--- src/rtl/hw_semaphore_pkg.sv ---
// hw_semaphore_pkg: shared constants and the round-robin pick helper for the
// hw_semaphore block.
//   HW_SEM_NUM_REQ_DEF    default requester count
//   HW_SEM_NUM_TOKENS_DEF default token pool size
//   STATS_W               width of the optional statistics counters
//   MAX_REQ               largest supported requester count (vector width of rr_pick)
//   rr_pick(eligible, ptr) one-hot of the first set bit at or after ptr, wrapping.
package hw_semaphore_pkg;

  localparam int HW_SEM_NUM_REQ_DEF    = 4;
  localparam int HW_SEM_NUM_TOKENS_DEF = 2;
  localparam int STATS_W               = 32;
  localparam int MAX_REQ               = 16;

  // Works on a fixed 16-bit vector. Callers zero the bits above their own
  // requester count and keep ptr below it, so wrapping modulo 16 gives the
  // same answer as wrapping modulo the real requester count.
  function automatic logic [MAX_REQ-1:0] rr_pick(input logic [MAX_REQ-1:0] eligible,
                                                 input logic [3:0]         ptr);
    logic [MAX_REQ-1:0] pick;
    logic [3:0]         idx;
    logic               found;
    pick  = '0;
    found = 1'b0;
    for (int k = 0; k < MAX_REQ; k++) begin
      idx = ptr + 4'(k);
      if (!found && eligible[idx]) begin
        pick[idx] = 1'b1;
        found     = 1'b1;
      end
    end
    return pick;
  endfunction

endpackage

--- src/rtl/rr_arbiter.sv ---
// rr_arbiter: round-robin picker that owns the rotating priority pointer.
//   clk, reset_n  clock and asynchronous active-low reset
//   eligible      requesters that may be granted this cycle
//   enable        a pick is allowed this cycle (a token is free)
//   pick          one-hot winner, all zero when disabled or nothing eligible
// After a pick the pointer moves to winner + 1, wrapping to 0.
module rr_arbiter
  import hw_semaphore_pkg::*;
#(
  parameter int NUM_REQ = HW_SEM_NUM_REQ_DEF
) (
  input  logic               clk,
  input  logic               reset_n,
  input  logic [NUM_REQ-1:0] eligible,
  input  logic               enable,
  output logic [NUM_REQ-1:0] pick
);

  localparam int PW = (NUM_REQ > 1) ? $clog2(NUM_REQ) : 1;

  logic [PW-1:0]      rr_ptr;
  logic [PW-1:0]      ptr_nxt;
  logic [MAX_REQ-1:0] elig_ext;
  logic [MAX_REQ-1:0] pick_ext;

  always_comb begin
    elig_ext                = '0;
    elig_ext[NUM_REQ-1:0]   = eligible;
    pick_ext                = rr_pick(elig_ext, 4'(rr_ptr));
    pick                    = enable ? pick_ext[NUM_REQ-1:0] : '0;
    // Pointer follows the winner; bits at or above NUM_REQ are never set.
    ptr_nxt = rr_ptr;
    for (int i = 0; i < MAX_REQ; i++) begin
      if (pick_ext[i]) ptr_nxt = (i == NUM_REQ - 1) ? '0 : PW'(i + 1);
    end
  end

  always_ff @(posedge clk or negedge reset_n) begin
    if (!reset_n) begin
      rr_ptr <= '0;
    end else if (enable) begin
      rr_ptr <= ptr_nxt;
    end
  end

endmodule

--- src/rtl/hw_semaphore.sv ---
// hw_semaphore: counting semaphore handing out a pool of NUM_TOKENS tokens to
// NUM_REQ requesters, at most one new grant per cycle, round-robin.
//   clk, reset_n   clock and asynchronous active-low reset
//   req            level request per requester
//   rel            one-cycle release pulse per requester
//   grant          level: requester holds a token
//   avail          number of free tokens
//   rel_err        registered pulse: a release came from a non-holder
//   grant_count    saturating count of grants      (HW_SEMAPHORE_STATS_EN)
//   contend_count  saturating count of starved cycles (HW_SEMAPHORE_STATS_EN)
// Handshake: a requester raises req and holds it until grant rises; grant then
// stays high, regardless of req, until the requester pulses rel. Dropping req
// before grant withdraws the request.
// Optional feature macro: HW_SEMAPHORE_STATS_EN.
module hw_semaphore
  import hw_semaphore_pkg::*;
#(
  parameter int NUM_REQ    = HW_SEM_NUM_REQ_DEF,
  parameter int NUM_TOKENS = HW_SEM_NUM_TOKENS_DEF,
  parameter int CW         = $clog2(NUM_TOKENS + 1)
) (
  input  logic               clk,
  input  logic               reset_n,
  input  logic [NUM_REQ-1:0] req,
  input  logic [NUM_REQ-1:0] rel,
  output logic [NUM_REQ-1:0] grant,
  output logic [CW-1:0]      avail,
  output logic               rel_err
`ifdef HW_SEMAPHORE_STATS_EN
  ,
  output logic [STATS_W-1:0] grant_count,
  output logic [STATS_W-1:0] contend_count
`endif
);

  logic [NUM_REQ-1:0] eligible;
  logic [NUM_REQ-1:0] pick;
  logic [NUM_REQ-1:0] valid_rel;
  logic               granted;
  logic               bad_rel;
  int                 rel_cnt;
  logic [CW-1:0]      avail_nxt;

  always_comb begin
    eligible  = req & ~grant;
    valid_rel = rel & grant;
    bad_rel   = |(rel & ~grant);
    granted   = |pick;
    rel_cnt   = 0;
    for (int i = 0; i < NUM_REQ; i++) begin
      rel_cnt = rel_cnt + int'(valid_rel[i]);
    end
    // Only holders can release and only a free token can be granted, so the
    // result stays within 0..NUM_TOKENS.
    avail_nxt = CW'(int'(avail) - int'(granted) + rel_cnt);
  end

  // Arbitration sees registered avail: a token freed at this edge is only
  // grantable from the next one.
  rr_arbiter #(.NUM_REQ(NUM_REQ)) u_arb (
    .clk      (clk),
    .reset_n  (reset_n),
    .eligible (eligible),
    .enable   (avail != '0),
    .pick     (pick)
  );

  always_ff @(posedge clk or negedge reset_n) begin
    if (!reset_n) begin
      grant   <= '0;
      avail   <= CW'(NUM_TOKENS);
      rel_err <= 1'b0;
    end else begin
      grant   <= (grant & ~valid_rel) | pick;
      avail   <= avail_nxt;
      rel_err <= bad_rel;
    end
  end

`ifdef HW_SEMAPHORE_STATS_EN
  logic contended;
  assign contended = (|eligible) && (avail == '0);

  always_ff @(posedge clk or negedge reset_n) begin
    if (!reset_n) begin
      grant_count   <= '0;
      contend_count <= '0;
    end else begin
      if (granted && (grant_count != '1)) grant_count <= grant_count + STATS_W'(1);
      if (contended && (contend_count != '1)) contend_count <= contend_count + STATS_W'(1);
    end
  end
`endif

endmodule

--- config.mk ---
export PLATFORM = sky130hd
export DESIGN_NAME = hw_semaphore
export DESIGN_NICKNAME = d
export VERILOG_FILES = /design/src/rtl/hw_semaphore_pkg.sv /design/src/rtl/rr_arbiter.sv /design/src/rtl/hw_semaphore.sv
export SDC_FILE = /design/constraint.sdc
export NUM_CORES = 1
export LEC_CHECK = 0
export ABC_AREA = 1
export CAP_MARGIN = 20
export CORE_MARGIN = 8
export CORE_UTILIZATION = 38
export CTS_BUF_LIST = sky130_fd_sc_hd__clkbuf_8
export CTS_CLUSTER_SIZE = 30
export DETAILED_ROUTE_END_ITERATION = 10
export GPL_ROUTABILITY_DRIVEN = 1
export MAX_ROUTING_LAYER = met4
export SLEW_MARGIN = 30
export SYNTH_ARGS = -nofsm -noshare
export SYNTH_HDL_FRONTEND = slang
export SYNTH_SLANG_ARGS = --single-unit
--- constraint.sdc ---
create_clock -name clk -period 5.25 [get_ports clk]
set_input_delay 0.525 -clock clk [delete_from_list [all_inputs] [get_ports clk]]
set_output_delay 0.525 -clock clk [all_outputs]
set_load 0.01 [all_outputs]
==> flow_summary_export.csv <==
group,metric,value,unit
critical_path,crit_path_end_kind,"flop",
grt,gr-usage-met2,24.7,%
cts,cts.clk_slew.worst_paths,0.05,ns
route,drtIter0Drc,56,
timing,timing.final.hold_violations,0,
placement,port_buffers,16,
final_layout,utilization,46.4,%
placement,placed_area,0.00147,sq mm
timing,postLayoutSetupSlackWorst,1.04,ns
placement,dp_hpwl,2830,microns
die,die_y,73.6,microns
grt,grt_most_used_layer,"met2",
final_layout,drive_gt1_share,20.9,%
timing,timing.setup.tns,0,ns
grt,use_met1,15.8,%
final_layout,seqCellArea,226,sq um
final_layout,area_growth,19.9,%
critical_path,critPathArrivalTime,4.37,ns
timing,clock_skew,0.00448,ns
grt,groute.usage.overall,14.3,%
grt,grt_pass1_vias,1256,
die,die_w,73.6,microns
critical_path,path_cells,"inv_8, ha_1, inv_2, nand3_2, nand3_2, nor2_1, nand2_1, nand2_1, a21oi_2, nand2_1, nor2_2, nand2_1, nor2_2, a21oi_1, ha_1, fa_1, inv_1, fa_1, xnor2_1, xnor2_1",
timing,period_minus_slack,4.21,ns
route,firstDrtPassIters,4,
timing,period_share,80.1,%
synth,syn_area,0.00126,sq mm
route,drcViolationCount,0,
grt,grt_pass1_wl,5880,microns
timing,finalSetupViolCount,0,
hold_path,hold_path_class,"input port to asynchronous set/reset pin",
synth,netlist-cell-type-count,30,
cts,numCtsBuffers,3,
critical_path,cpMostUsedCell,"nand2_1",
cts,numClockSinks,9,
die,io_pins,17,
route,wl_per_cell,14.1,microns
synth,ys_seq_elements,9,
cts,cts_hold_buf,0,
cts,cts_tree,"yes",
critical_path,slowest_delay,0.69,ns
synth,async_flop_share,100,%
placement,gp_congestion,0.966,
critical_path,startpoint_type,"flop",
synth,yosysWarnings,0,
route,viasPerCell,5.12,
synth,ys_seq_area_share,18.0,%
grt,grt_start_max_net_pins,13,
final_layout,stdcell_area,0.00151,sq mm
synth,syn_area_per_cell,7.13,sq um
die,core.rowCount,21,
cts,htree_levels,1,
placement,dp_worst_setup_slack,1.06,ns
grt,antenna_found_initial,0,
route,wirelength,3410,microns
final_layout,fillCellCount,356,
timing,slew_viol_final,0,
cts,post_cts_buffers,0,
die,initial_core_util,38.7,%
die,die_area,0.00542,sq mm
final_layout,multi_input_area,915,sq um
synth,syn_inst,177,
grt,grt_use_met3,1.09,%
timing,fmax,238,MHz
cts,clockRootBuffer,"clkbuf_8",
final_layout,num-nets-final,218,
synth,synth_fp_nets,198,
synth,ys.flop_type,"dfrtp_1",
critical_path,critical_path_class,"flop to flop",
die,design.core.area,0.00326,sq mm
critical_path,cp_data_required_time,5.42,ns
timing,worst_slew_pin_slew,0.561,ns
critical_path,slowest_stage,"dfrtp_1",
cts,cts_resized,0,
timing,grt_setup_unrepaired,"no",
cts,clk_path_buf_depth,2,
final_layout,diodes,0,
outcome,status,"finished clean",
cts,insertion_delay,0.24,ns
timing,slew-limit-headroom,62.6,%
critical_path,cp_max_fo,12,
route,vias,1239,
synth,synth_edf_count,0,
flow_run,drv_cap,0,
route,ant_nets,0,
grt,gr-total-overflow,0,
logic make-up after synthesis:
family                   share of synthesized area (%)
AND/OR/NAND/NOR                                   49.1
buffers and inverters                             9.52
AO/OA/AOI/OAI                                     9.23
adder cells (fa/ha/maj)                           12.1
flip-flops                                        18.0
XOR/XNOR                                          2.08
state kept, by name, indices dropped and copies added, names as in the netlist:
signal	count
grant	4
avail	2
u_arb.rr_ptr	2
rel_err	1
cells in the final DEF (no fill, tap or decap), drive strengths merged:
| cell type | n |
|---|---|
| nand2 | 54 |
| nand3 | 29 |
| inv | 28 |
| clkdlybuf4s50 | 16 |
| nor2 | 15 |
| ha | 9 |
| dfrtp | 8 |
| nand4 | 6 |
| a21oi | 5 |
| nor3 | 4 |
| o22ai | 4 |
| o21ai | 4 |
| xnor2 | 3 |
| clkbuf | 3 |
| a21boi | 2 |
| fa | 2 |
| o211ai | 1 |
| a22oi | 1 |
| and2 | 1 |
| dfstp | 1 |
synthesized netlist by cell type, drive strengths merged (3+ instances only):
cell type,number,area [sq um]
a21oi,5,32.5
dfrtp,8,200
ha,9,113
inv,27,109
nand2,54,210
nand3,29,243
nand4,6,37.5
nor2,15,103
nor3,4,20.0
o21ai,4,23.8
o22ai,4,25.0
xnor2,3,26.3
worst paths after layout:
path | start | to | slack (ns) | cells after the start
worst max-delay path | u_arb.rr_ptr[0] | avail[1] | 1.04 | 20
worst min-delay path | reset_n | u_arb.rr_ptr[1] | 0.59 | 1
worst max register to register | u_arb.rr_ptr[0] | avail[1] | 1.04 | 20
worst min register to register | avail[0] | avail[0] | 0.61 | 1
max in group asynchronous | reset_n | avail[1] | 4.34 | 1
min in group clk | avail[0] | avail[0] | 0.61 | 1
per-stage QoR:
stage | hold slack, ns | instances
CTS | 0.596 | 242
global placement | 0.618 | 238
global route | 0.622 | 242
finish | 0.586 | 242
detailed placement | 0.592 | 238
floorplan | 0.229 | 177
area by class of cell:
| class | instances | area share (%) |
|---|---|---|
| Tap cell | 46 | 3.80 |
| Clock inverter | 1 | 0.248 |
| Clock buffer | 3 | 2.73 |
| Sequential cell | 9 | 15.0 |
| Inverter | 27 | 7.20 |
| Timing Repair Buffer | 16 | 10.6 |
| Multi-Input combinational cell | 140 | 60.5 |
worst max-delay path, delay by kind of cell (launching register included):
kind / cells / cell delay (ns)
AND/OR/NAND/NOR: 9 / 0.99
buffers and inverters: 3 / 0.29
AO/OA/AOI/OAI: 2 / 0.21
XOR/XNOR: 2 / 0.34
adder cells (fa/ha/maj): 4 / 1.62
flip-flops: 1 / 0.69
routing by layer:
layer,up-vias,part of all wire [%],wire length (microns)
met3,7,3.8,130
met4,0,2.6,88
li1,619,-,-
met1,569,44,1500
met5,-,0,0
met2,44,50,1690
Power is not shown: default switching activity piles up to over one toggle a cycle in this logic, so the estimate is an artifact.
